<file path="config.mk">
export PLATFORM = sky130hd
export DESIGN_NAME = axi_burst_master
export DESIGN_NICKNAME = d
export VERILOG_FILES = /design/src/rtl/axi_burst_master.sv
export SDC_FILE = /design/constraint.sdc
export NUM_CORES = 1
export LEC_CHECK = 0
export BUFFER_PORTS_ARGS = -buffer_cell sky130_fd_sc_hd__clkbuf_2
export CAP_MARGIN = 40
export CORE_AREA = 4 4 124 126
export CTS_BUF_LIST = sky130_fd_sc_hd__clkbuf_8
export DETAILED_ROUTE_END_ITERATION = 8
export DIE_AREA = 0 0 128 130
export PLACE_DENSITY_LB_ADDON = 0.05
export SYNTH_ARGS = -nofsm -noshare
export SYNTH_HDL_FRONTEND = slang
export SYNTH_SLANG_ARGS = --single-unit
</file>
<file path="constraint.sdc">
create_clock -name aclk -period 1.73 [get_ports aclk]
set_clock_uncertainty 0.05 [all_clocks]
set_input_delay 0.173 -clock aclk [delete_from_list [all_inputs] [get_ports aclk]]
set_output_delay 0.173 -clock aclk [all_outputs]
set_load 0.03 [all_outputs]
</file>
<file path="src/rtl/axi_burst_master.sv">
// axi_burst_master: single-outstanding AXI3 INCR burst initiator (cmd -> AW/W/B or AR/R).
// Optional AXI_MASTER_WATCHDOG_EN adds a TMO_CYC response timeout in B and R.
module axi_burst_master #(
  parameter int ADDR_W  = 32,
  parameter int DATA_W  = 32,
  parameter int ID_W    = 4,
  parameter int TMO_CYC = 256
) (
  input  logic                aclk,
  input  logic                arst,
  input  logic                cmd_valid,
  output logic                cmd_ready,
  input  logic                cmd_write,
  input  logic [ADDR_W-1:0]   cmd_addr,
  input  logic [3:0]          cmd_len,
  input  logic [ID_W-1:0]     cmd_id,
  input  logic                wr_valid,
  output logic                wr_ready,
  input  logic [DATA_W-1:0]   wr_data,
  output logic                rd_valid,
  input  logic                rd_ready,
  output logic [DATA_W-1:0]   rd_data,
  output logic                rd_last,
  output logic                done_valid,
  output logic [1:0]          done_resp,
  output logic [ID_W-1:0]     done_id,
  output logic [ID_W-1:0]     awid,
  output logic [ADDR_W-1:0]   awaddr,
  output logic [3:0]          awlen,
  output logic [2:0]          awsize,
  output logic [1:0]          awburst,
  output logic [1:0]          awlock,
  output logic [3:0]          awcache,
  output logic [2:0]          awprot,
  output logic                awvalid,
  input  logic                awready,
  output logic [ID_W-1:0]     wid,
  output logic [DATA_W-1:0]   wdata,
  output logic [DATA_W/8-1:0] wstrb,
  output logic                wlast,
  output logic                wvalid,
  input  logic                wready,
  input  logic [ID_W-1:0]     bid,
  input  logic [1:0]          bresp,
  input  logic                bvalid,
  output logic                bready,
  output logic [ID_W-1:0]     arid,
  output logic [ADDR_W-1:0]   araddr,
  output logic [3:0]          arlen,
  output logic [2:0]          arsize,
  output logic [1:0]          arburst,
  output logic [1:0]          arlock,
  output logic [3:0]          arcache,
  output logic [2:0]          arprot,
  output logic                arvalid,
  input  logic                arready,
  input  logic [ID_W-1:0]     rid,
  input  logic [DATA_W-1:0]   rdata,
  input  logic [1:0]          rresp,
  input  logic                rlast,
  input  logic                rvalid,
  output logic                rready
);
  localparam logic [2:0] SZ = 3'($clog2(DATA_W/8));
  typedef enum logic [2:0] {IDLE, AW, W, B, AR, R} state_t;
  state_t r_state, w_nxt;
  logic [ADDR_W-1:0] r_addr;
  logic [3:0] r_len, r_cnt;
  logic [ID_W-1:0] r_id, r_done_id;
  logic [1:0] r_racc, r_done_resp, w_rmax;
  logic r_rerr, r_done_valid, r_run;
  logic w_cmd_hs, w_w_hs, w_b_hs, w_r_hs, w_r_end, w_r_bad, w_tmo;
  assign w_cmd_hs = cmd_valid && cmd_ready;
  assign w_w_hs   = wvalid && wready;
  assign w_b_hs   = bvalid && bready;
  assign w_r_hs   = rvalid && rready;
  assign w_r_end  = w_r_hs && rlast;
  assign w_rmax   = rresp > r_racc ? rresp : r_racc;
  // Short or overlong bursts both show up as a count mismatch or a flagged overrun.
  assign w_r_bad  = r_rerr || rid != r_id || r_cnt != r_len;
`ifdef AXI_MASTER_WATCHDOG_EN
  localparam int TW = $clog2(TMO_CYC + 1);
  logic [TW-1:0] r_tmo;
  logic w_wait;
  assign w_wait = (r_state == B && !w_b_hs) || (r_state == R && !w_r_hs);
  assign w_tmo  = w_wait && r_tmo == TW'(TMO_CYC - 1);
  always_ff @(posedge aclk)
    r_tmo <= (!arst || !w_wait || w_tmo) ? '0 : r_tmo + TW'(1);
`else
  assign w_tmo = 1'b0;
`endif
  always_comb begin
    w_nxt = r_state;
    case (r_state)
      IDLE:    w_nxt = w_cmd_hs ? (cmd_write ? AW : AR) : IDLE;
      AW:      w_nxt = awready ? W : AW;
      W:       w_nxt = w_w_hs && wlast ? B : W;
      B:       w_nxt = w_b_hs || w_tmo ? IDLE : B;
      AR:      w_nxt = arready ? R : AR;
      R:       w_nxt = w_r_end || w_tmo ? IDLE : R;
      default: w_nxt = IDLE;
    endcase
  end
  always_ff @(posedge aclk) begin
    if (!arst) begin
      r_state      <= IDLE;
      r_run        <= 1'b0;
      r_addr       <= '0;
      r_len        <= '0;
      r_id         <= '0;
      r_cnt        <= '0;
      r_racc       <= '0;
      r_rerr       <= 1'b0;
      r_done_valid <= 1'b0;
      r_done_resp  <= '0;
      r_done_id    <= '0;
    end else begin
      r_state      <= w_nxt;
      r_run        <= 1'b1;
      r_done_valid <= w_b_hs || w_r_end || w_tmo;
      if (w_cmd_hs) begin
        r_addr <= cmd_addr;
        r_len  <= cmd_len;
        r_id   <= cmd_id;
        r_cnt  <= '0;
        r_racc <= '0;
        r_rerr <= 1'b0;
      end
      if (w_w_hs || w_r_hs) r_cnt <= r_cnt == 4'hf ? r_cnt : r_cnt + 4'd1;
      if (w_r_hs) begin
        r_racc <= w_rmax;
        r_rerr <= r_rerr || rid != r_id || (r_cnt == r_len && !rlast);
      end
      if (w_b_hs) begin
        r_done_resp <= bid != r_id ? 2'b10 : bresp;
        r_done_id   <= bid;
      end
      if (w_r_end) begin
        r_done_resp <= w_r_bad ? 2'b10 : w_rmax;
        r_done_id   <= rid;
      end
      if (w_tmo) begin
        r_done_resp <= 2'b11;
        r_done_id   <= r_id;
      end
    end
  end
  // Ready is withheld during reset and for the cycle that carries the done pulse.
  assign cmd_ready  = r_state == IDLE && !r_done_valid && r_run;
  assign done_valid = r_done_valid;
  assign done_resp  = r_done_resp;
  assign done_id    = r_done_id;
  assign awid    = r_id;
  assign awaddr  = r_addr;
  assign awlen   = r_len;
  assign awsize  = r_state == AW ? SZ : 3'd0;
  assign awburst = r_state == AW ? 2'b01 : 2'b00;
  assign awlock  = '0;
  assign awcache = '0;
  assign awprot  = '0;
  assign awvalid = r_state == AW;
  assign wid      = r_id;
  assign wdata    = r_state == W ? wr_data : '0;
  assign wstrb    = r_state == W ? '1 : '0;
  assign wlast    = r_state == W && r_cnt == r_len;
  assign wvalid   = r_state == W && wr_valid;
  assign wr_ready = r_state == W && wready;
  assign bready   = r_state == B;
  assign arid    = r_id;
  assign araddr  = r_addr;
  assign arlen   = r_len;
  assign arsize  = r_state == AR ? SZ : 3'd0;
  assign arburst = r_state == AR ? 2'b01 : 2'b00;
  assign arlock  = '0;
  assign arcache = '0;
  assign arprot  = '0;
  assign arvalid = r_state == AR;
  assign rready   = r_state == R && rd_ready;
  assign rd_valid = r_state == R && rvalid;
  assign rd_data  = r_state == R ? rdata : '0;
  assign rd_last  = r_state == R && rlast;
endmodule

</file>
==> flow_summary_export.csv, run 1 <==
group,metric,value,unit
run_status,status,"complete, but fails checks",
run_status,violations,"setup timing",
floorplan,rows,44,
synth,yosysWarnings,0,
hold_path,worst_hold_path_type,"in2reg",
clocking,cts.htree.levels,3,
floorplan,ios,325,
synth,synth_most_common_cell,"nand2_1",
sta,max_slew_margin,62.0,%
sta,setup_ws,-0.117,ns
synth,synth_compound_area_share,14.5,%
worst_setup_path,cp_cell_sequence,"xor2_2, nor4_2, buf_4, and2_4, buf_8",
floorplan,dieArea,16600,um2
floorplan,core_area,14300,um2
sta,rsz0062_at_grt,"true",
clocking,cts_buffers,9,
layout,syn_to_final_growth,79.3,%
synth,syn_area_per_cell,7.87,um2
synth,seq_area_frac_synth,31.8,%
synth,synthSimpleGateAreaFrac,28.4,%
synth,ys_top_cells_by_count,"89 x nand2_1, 81 x buf_4, 76 x and2_1, 58 x dfxtp_1, 36 x a21boi_0",
global_routing,grt_first_pass_wirelength,20.6,mm
floorplan,start_util,25.5,%
drt,vias,4074,
drt,ant_nets,0,
drt,dr.pass1.iters,4,
power_and_ir_drop,p_int,2.83,mW
clocking,path_clk_slew,0.08,ns
worst_setup_path,setup.worst_path.end_class,"output port",
sta,hold_violations,0,
sta,period_share,107,%
synth,syn_area,3650,um2
global_routing,track_usage,16.3,%
global_routing,antenna_found_initial,1,
drt,wl,15.3,mm
clocking,clk_latency,0.34,ns
drt,drt-initial-drc-count,140,
drt,wl_per_cell,16.2,um
synth,synth_fa_ha_area_share,1.37,%
worst_setup_path,worst_setup_path_start_kind,"flop",
placement,place.detailed.hpwl,11.3,mm
clocking,tritoncts,"done",
synth,synth_xor_area_share,3.12,%
sta,final.min_clock_period,1.85,ns
global_routing,grt_pass1_vias,3852,
global_routing,grt_max_degree,35,
clocking,clock_path_buffers,2,
global_routing,grt_overflow_total,0,
worst_setup_path,cp.required,1.51,ns
worst_setup_path,worstSetupPathType,"reg2out",
clocking,cts.sinks,58,
synth,async_flop_share,0,%
power_and_ir_drop,peakVddDrop,0.397,mV
synth,ys_ff_latch,58,
layout,drive_gt1_share,57.2,%
placement,gp_congestion,0.821,
synth,synth_cells,464,
worst_setup_path,slowest_delay,0.36,ns
placement,placed_area,5020,um2
placement,port_buffers,300,
power_and_ir_drop,sw_frac_of_total,32.5,%
synth,synth_ff_type,"dfxtp_1",
sta,tightest_slew,0.570,ns
synth,synth_area_leaders,"dfxtp_1 32%, buf_4 17%, and2_1 13%, nand2_1 9.1%, a21boi_0 7.4%",
power_and_ir_drop,power.share.sequential,34.6,%
sta,setup_viol,54,
sta,max_freq,541,MHz
layout,nNetsFinal,891,
drt,drcViolationCount,0,
sta,fin_tns_setup,-1.71,ns
synth,yosysUniqueCellTypes,43,
floorplan,die_w,128,um
synth,synth_enable_flop_cells,0,
power_and_ir_drop,power.density,639,nW/um2
floorplan,die_y,130,um
power_and_ir_drop,clkPwrFrac,36.2,%
synth,synth_mux_area_share,1.10,%
power_and_ir_drop,combinationalPowerShare,29.2,%
drt,vias_per_cell,4.29,
clocking,cts_root_buf,"clkbuf_8",
synth,synth.top_cell.area_share,31.8,%
synth,yosysTopAreaCell,"dfxtp_1",
synth,synth_top_family_by_area,"simple AND/OR/NAND/NOR gates",
power_and_ir_drop,p_leak,3.36,nW
layout,fillers,1406,
worst_setup_path,crit_path_max_fanout,2,
power_and_ir_drop,power_switching,1.36,mW
run,maxCapViolCount,0,
layout,fin_area,6550,um2
worst_setup_path,cp.arrival,1.62,ns
worst_setup_path,crit_slowest_cell,"dfxtp_4",
sta,final_max_slew_viol_count,0,
-- critical path: cells and delay by family, from the launching register on --
kind | cells | cell delay (ns)
simple gates | 2 | 0.45
flops | 1 | 0.36
buf+inv | 2 | 0.29
xor+xnor | 1 | 0.18
-- placed cells by master (no fill, tap or decap), drive strengths merged, types with 2 or more instances in the layout --
cell type	Yosys	routed
inv	6	7
and3	6	6
clkinv	0	3
ha	4	4
o21ai	4	4
a21boi	43	43
nor2	13	13
dfxtp	58	58
bufinv	0	3
dlygate4sd3	0	24
buf	85	111
xor2	12	12
o211a	3	3
nor3	2	2
nand3	8	8
a31oi	3	3
clkbuf	18	238
nor3b	2	2
conb	1	24
mux2i	4	4
a32oi	2	2
a21oi	5	5
o21a	3	3
and2	76	76
nand2	89	89
nor4	2	2
-- per-stage QoR --
| stage | hold WS, ns | setup slack, ns | power, mW | util, % | std cells |
|---|---|---|---|---|---|
| after floorplan | 0.151 | 0.00319 | 2.22 | - | 487 |
| after global placement | 0.346 | 0.0738 | 2.52 | 35.1 | 893 |
| after detailed placement | 0.352 | 0.123 | 2.52 | 35.1 | 893 |
| after CTS | 0.000990 | -0.140 | 4.18 | 41.9 | 944 |
| after global routing | 0.000375 | -0.189 | 4.40 | 45.8 | 949 |
| final | 0.00842 | -0.117 | 4.18 | 45.8 | 949 |
-- power groups by stage --
| stage | logic, mW | registers [mW] | clock network, mW |
|---|---|---|---|
| detailed placement | 1.04 | 1.48 | 0 |
| global placement | 1.05 | 1.48 | 0 |
| global route | 1.30 | 1.45 | 1.64 |
| CTS | 1.17 | 1.45 | 1.56 |
| floorplan | 0.647 | 1.58 | 0 |
| finish | 1.22 | 1.45 | 1.52 |
-- area by class of cell --
cell class / count / area (um2) / area share [%]
clock inverters: 7 / 109 / 1.66
well taps: 184 / 230 / 3.51
diodes: 1 / 2.50 / 0.0382
inverters: 6 / 22.5 / 0.344
multi-input cells: 320 / 2060 / 31.5
clock buffers: 9 / 124 / 1.89
repair buffers: 364 / 2820 / 43.1
flip-flops and latches: 58 / 1180 / 18.0
-- sequential cells by signal, indices dropped and copies added, names as in the netlist --
signal,cells
r_rerr,1
araddr,32
done_id,4
r_racc,2
done_resp,2
arid,4
done_valid,1
arlen,4
r_run,1
r_cnt,4
r_state,3
-- worst paths after layout --
path	from	to	slack (ns)	depth (start not counted)
worst max-delay path	arlen[3]$_SDFFE_PN0P_	wlast	-0.12	5
worst min-delay path	cmd_addr[9]	araddr[9]$_SDFFE_PN0P_	0.008	3
worst max register to register	r_state[1]$_SDFF_PN0_	r_cnt[0]$_SDFFE_PN0P_	-0.05	7
worst min register to register	araddr[22]$_SDFFE_PN0P_	araddr[22]$_SDFFE_PN0P_	0.42	2
-- timing repair --
item / in CTS / in global routing
hold buffers: 24 / 0
gates cloned: 2 / 4
setup buffers: 9 / 3
setup endpoints to repair: 71 / 85
resized for setup: 108 / 247
hold endpoints to repair: 24 / 0
pin swaps: 10 / 49
-- cells by family after synthesis --
kind of cell,Yosys count
AO/OA/AOI/OAI,71
XOR/XNOR,13
other,1
adder cells (fa/ha/maj),4
buffers and inverters,109
AND/OR/NAND/NOR,204
multiplexers,4
flip-flops,58
-- per-layer routing --
layer / GRT usage, % / routed length (um) / vias up
met2: 31.8 / 8210 / 211
met3: 3.85 / 1230 / 20
met5: 0 / 0 / -
li1: - / - / 1988
met4: 5.24 / 339 / 0
met1: 17.0 / 5570 / 1855
Note: power is estimated with default switching activity, not from simulation.
==> inputs of run 2 (changes only) <==
clock period = 2.16 ns   (was 1.73 ns; I/O delays follow)
==> flow_summary_export.csv, run 2 (same netlist as run 1, synthesis figures left out) <==
group,metric,value,unit
power_and_ir_drop,power.density,592,nW/um2
worst_setup_path,r2r-end,"done_resp[1]$_SDFFE_PN0P_",
clocking,cts.htree.levels,3,
clocking,post_cts_hold_buffer_count,0,
drt,drt-initial-drc-count,74,
hold_path,min_from,"cmd_addr[17]",
sta,max_slew_margin,61.3,%
power_and_ir_drop,total_power,3.02,mW
worst_setup_path,cp.arrival,1.73,ns
placement,gp_congestion,0.753,
clocking,clock_path_buffers,2,
sta,setup_viol,0,
clocking,path_clk_slew,0.08,ns
global_routing,grt_max_degree,35,
drt,ant_nets,0,
run_status,status,"completed",
sta,rsz0062_at_grt,"false",
worst_setup_path,slowest_delay,0.48,ns
drt,vias_per_cell,4.18,
power_and_ir_drop,power_switching,1.01,mW
worst_setup_path,cp_cell_sequence,"and3b_2, buf_6, and2_1, clkbuf_2",
clocking,cts_buffers,9,
layout,layout_common_cells,"300 x clkbuf_2, 89 x nand2_1, 76 x and2_1, 57 x dfxtp_1, 36 x a21boi_0",
placement,port_buffers,300,
placement,place.detailed.hpwl,9.99,mm
sta,tightest_slew,0.581,ns
sta,max_freq,500,MHz
layout,final_common_cell,"clkbuf_2",
placement,dp.cells,879,
layout,nNetsFinal,839,
sta,period_share,92.5,%
power_and_ir_drop,combinationalPowerShare,25.4,%
sta,final_max_slew_viol_count,0,
hold_path,worst_hold_path_type,"in2reg",
layout,drive_gt1_share,46.7,%
floorplan,start_util,25.5,%
layout,syn_to_final_growth,39.6,%
sta,hold_slack,0.0385,ns
worst_setup_path,cp.required,1.89,ns
drt,dr.pass1.iters,4,
layout,fin_area,5100,um2
worst_setup_path,worst_r2r_path_depth,5,
worst_setup_path,crit_slowest_cell,"dfxtp_1",
worst_setup_path,r2r-start,"arid[1]$_SDFFE_PN0P_",
worst_setup_path,worst_setup_path_start_kind,"flop",
floorplan,rows,44,
layout,final-instance-count-excl-fill,895,
global_routing,grt_pass1_vias,3541,
sta,hold_violations,0,
power_and_ir_drop,sw_frac_of_total,33.5,%
floorplan,die_w,128,um
drt,drcViolationCount,0,
clocking,clk_latency,0.34,ns
floorplan,ios,325,
layout,n_antenna_cell,0,
clocking,cts_root_buf,"clkbuf_8",
hold_path,min_to,"araddr[17]$_SDFFE_PN0P_",
power_and_ir_drop,clkPwrFrac,35.8,%
hold_path,holdPathStages,3,
power_and_ir_drop,peakVddDrop,0.298,mV
worst_setup_path,rrSetupSlack,0.40,ns
worst_setup_path,worstSetupPathType,"reg2out",
placement,placed_area,4870,um2
power_and_ir_drop,power.share.sequential,38.7,%
drt,wl_per_cell,13.5,um
global_routing,antenna_found_initial,0,
clocking,tritoncts,"done",
global_routing,grt_overflow_total,0,
worst_setup_path,crit_path_max_fanout,34,
drt,vias,3741,
layout,largest_reg_flops,32,
run,maxCapViolCount,0,
floorplan,core_area,14300,um2
drt,wl,12.0,mm
worst_setup_path,setup.worst_path.end_class,"output port",
sta,final.min_clock_period,2.00,ns
sta,fin_tns_setup,0,ns
floorplan,die_y,130,um
clocking,cts.sinks,58,
floorplan,dieArea,16600,um2
power_and_ir_drop,p_int,2.01,mW
global_routing,track_usage,13.5,%
power_and_ir_drop,p_leak,2.81,nW
global_routing,grt_first_pass_wirelength,17.6,mm
==> run 2: changes by cell type in the layout (fill, tap and decap cells not counted), sizes merged <==
cell         delta
buf            -99
bufinv          -1
clkbuf         +71
clkinvlp        +1
diode           -1
dlygate4sd3    -24
inv             -1
==> run 2: metal layers <==
metal	wire, um	GRT usage (%)	up-vias
met4	85	3.56	0
met2	6360	26.0	186
met5	0	0	-
met1	4360	13.8	1666
li1	-	-	1883
met3	1240	4.83	6
==> run 2: stage by stage <==
step / util, % / worst slack, ns
global placement: 34.0 / 0.339
detailed placement: 34.0 / 0.287
CTS: 35.5 / 0.00708
floorplan: - / 0.260
finish: 35.6 / 0.161
global route: 35.6 / 0.0233
==> run 2: repair_timing <==
| item | CTS | global route |
|---|---|---|
| endpoints found under the setup margin | 66 | 35 |
| gates cloned | 0 | 0 |
| pin swaps | 1 | 0 |
| resized for setup | 2 | 2 |
| setup buffers | 1 | 0 |
==> run 2: worst max path at each step <==
stage,from,endpoint,slack (ns)
6_report,r_state[2]$_SDFF_PN0_,rd_data[12],0.16
3_3_place_gp,r_state[0]$_SDFF_PN0_,r_cnt[0]$_SDFFE_PN0P_,0.34
5_1_grt,r_state[2]$_SDFF_PN0_,rd_data[14],0.02
3_5_place_dp,r_state[0]$_SDFF_PN0_,r_cnt[0]$_SDFFE_PN0P_,0.29
4_1_cts,r_cnt[2]$_SDFFE_PN0P_,wlast,0.007
2_1_floorplan,r_state[2]$_SDFF_PN0_,awburst[0],0.26
==> run 2: worst max-delay path: cells and delay by family, from the launching register on <==
family	cells	cell delay, ns
simple gates	2	0.48
flops	1	0.48
buf+inv	2	0.42
==> run 2: layout make-up <==
class	instances	area [um2]
tap	184	230
fill	1586	9210
clock buffer	9	124
clock inverter	6	82.6
multi-input combinational	320	1870
inverter	6	22.5
sequential	58	1160
timing repair buffer	312	1610
==> run 2: power groups by stage <==
stage / Clock (mW) / Sequential, mW / Combinational, mW
finish: 1.08 / 1.17 / 0.768
global route: 1.19 / 1.18 / 0.835
CTS: 1.13 / 1.17 / 0.777
detailed placement: 0 / 1.19 / 0.775
global placement: 0 / 1.19 / 0.776
floorplan: 0 / 1.26 / 0.518
==> inputs of run 3 (changes only) <==
CORE_AREA = 4 4 125 127   (was 4 4 124 126)
CTS_BUF_LIST = not set   (was sky130_fd_sc_hd__clkbuf_8)
DIE_AREA = 0 0 129 131   (was 0 0 128 130)
==> flow_summary_export.csv, run 3 (same netlist as run 1, synthesis figures left out) <==
group,metric,value,unit
sta,rsz0062_at_grt,"false",
sta,fin_tns_setup,0,ns
layout,final-instance-count-excl-fill,895,
global_routing,track_usage,14.4,%
drt,dr.pass1.iters,4,
worst_setup_path,cp.required,1.89,ns
floorplan,dieArea,16900,um2
clocking,post_cts_hold_buffer_count,0,
layout,largest_reg_flops,32,
clocking,cts_buffers,9,
floorplan,start_util,25.3,%
global_routing,grt_overflow_total,0,
layout,nNetsFinal,838,
global_routing,antenna_found_initial,0,
floorplan,die_y,131,um
worst_setup_path,slowest_delay,0.49,ns
clocking,clk_latency,0.32,ns
clocking,clock_path_buffers,2,
run_status,status,"completed",
worst_setup_path,setup.worst_path.end_class,"output port",
floorplan,ios,325,
placement,place_ws,0.212,ns
layout,final_common_cell,"clkbuf_2",
layout,n_antenna_cell,0,
layout,drive_gt1_share,46.7,%
clocking,cts_root_buf,"clkbuf_16",
clocking,path_clk_slew,0.05,ns
sta,setup_viol,0,
clocking,tritoncts,"done",
sta,max_freq,494,MHz
hold_path,worst_hold_path_type,"in2reg",
sta,period_share,93.7,%
sta,final_max_slew_viol_count,0,
worst_setup_path,worstSetupPathType,"reg2out",
sta,tightest_slew,0.602,ns
power_and_ir_drop,p_leak,2.86,nW
floorplan,rows,44,
clocking,cts.sinks,58,
global_routing,grt_max_degree,38,
floorplan,core_area,14400,um2
floorplan,die_w,129,um
drt,drt-initial-drc-count,84,
sta,hold_slack,0.0610,ns
layout,syn_to_final_growth,42.8,%
worst_setup_path,worst_setup_path_start_kind,"flop",
global_routing,grt_pass1_vias,3616,
worst_setup_path,crit_path_max_fanout,37,
layout,layout_common_cells,"300 x clkbuf_2, 89 x nand2_1, 75 x and2_1, 57 x dfxtp_1, 36 x a21boi_0",
power_and_ir_drop,total_power,3.46,mW
sta,final.min_clock_period,2.02,ns
drt,wl,13.1,mm
sta,hold_violations,0,
sta,setup_ws,0.137,ns
clocking,cts.htree.levels,3,
run,maxCapViolCount,0,
placement,gp_congestion,0.864,
worst_setup_path,cp.arrival,1.76,ns
global_routing,grt_first_pass_wirelength,18.6,mm
sta,max_slew_margin,59.7,%
placement,port_buffers,300,
drt,ant_nets,0,
worst_setup_path,cp_cell_sequence,"nor3b_4, buf_6, and2_1, clkbuf_2",
drt,vias,3745,
drt,vias_per_cell,4.18,
placement,dp.cells,879,
power_and_ir_drop,power.density,664,nW/um2
worst_setup_path,crit_slowest_cell,"dfxtp_1",
power_and_ir_drop,peakVddDrop,0.295,mV
placement,place.detailed.hpwl,10.9,mm
drt,drcViolationCount,0,
drt,wl_per_cell,14.6,um
[run 3: worst paths after layout]
path / startpoint / endpoint / slack (ns) / cells after the start
setup / recovery: r_state[1]$_SDFF_PN0_ / wdata[12] / 0.14 / 4
hold / removal: cmd_addr[17] / araddr[17]$_SDFFE_PN0P_ / 0.06 / 3
setup reg to reg: r_state[0]$_SDFF_PN0_ / araddr[21]$_SDFFE_PN0P_ / 0.28 / 6
hold reg to reg: araddr[24]$_SDFFE_PN0P_ / araddr[24]$_SDFFE_PN0P_ / 0.42 / 2
[run 3: repair_timing]
action / 4_1_cts / 5_1_grt
resized for setup: 1 / 2
setup endpoints to repair: 35 / 68
gates cloned: 0 / 0
buffers inserted: 0 / 0
[run 3: final cells by class]
| class | instances | area (um2) |
|---|---|---|
| well taps | 184 | 230 |
| fillers | 1568 | 9210 |
| multi-input cells | 320 | 1860 |
| repair buffers | 311 | 1620 |
| flip-flops and latches | 58 | 1160 |
| clock buffers | 13 | 280 |
| inverters | 6 | 22.5 |
| clock inverters | 3 | 45.0 |
[run 3: worst max-delay path, delay by kind of cell, from the launching register on]
family,cells,cell delay [ns]
simple gates,2,0.49
buf+inv,2,0.45
flops,1,0.49
[run 3: report_power, final]
part | internal (mW) | total (mW) | switching [mW]
registers | 1.12 | 1.17 | 0.0498
clock network | 1.02 | 1.51 | 0.494
logic | 0.256 | 0.783 | 0.527
[run 3: stage by stage]
step	util (%)	area, um2
floorplan	-	3740
global placement	33.9	4880
detailed placement	33.9	4880
CTS	36.1	5210
global route	36.2	5220
finish	36.2	5220
[run 3: layer usage]
metal	track usage [%]	part of all wire, %	up-vias
li1	-	-	1881
met2	28.6	54	207
met5	0	0	-
met1	14.2	35	1640
met4	5.31	2.3	0
met3	3.74	8.4	17
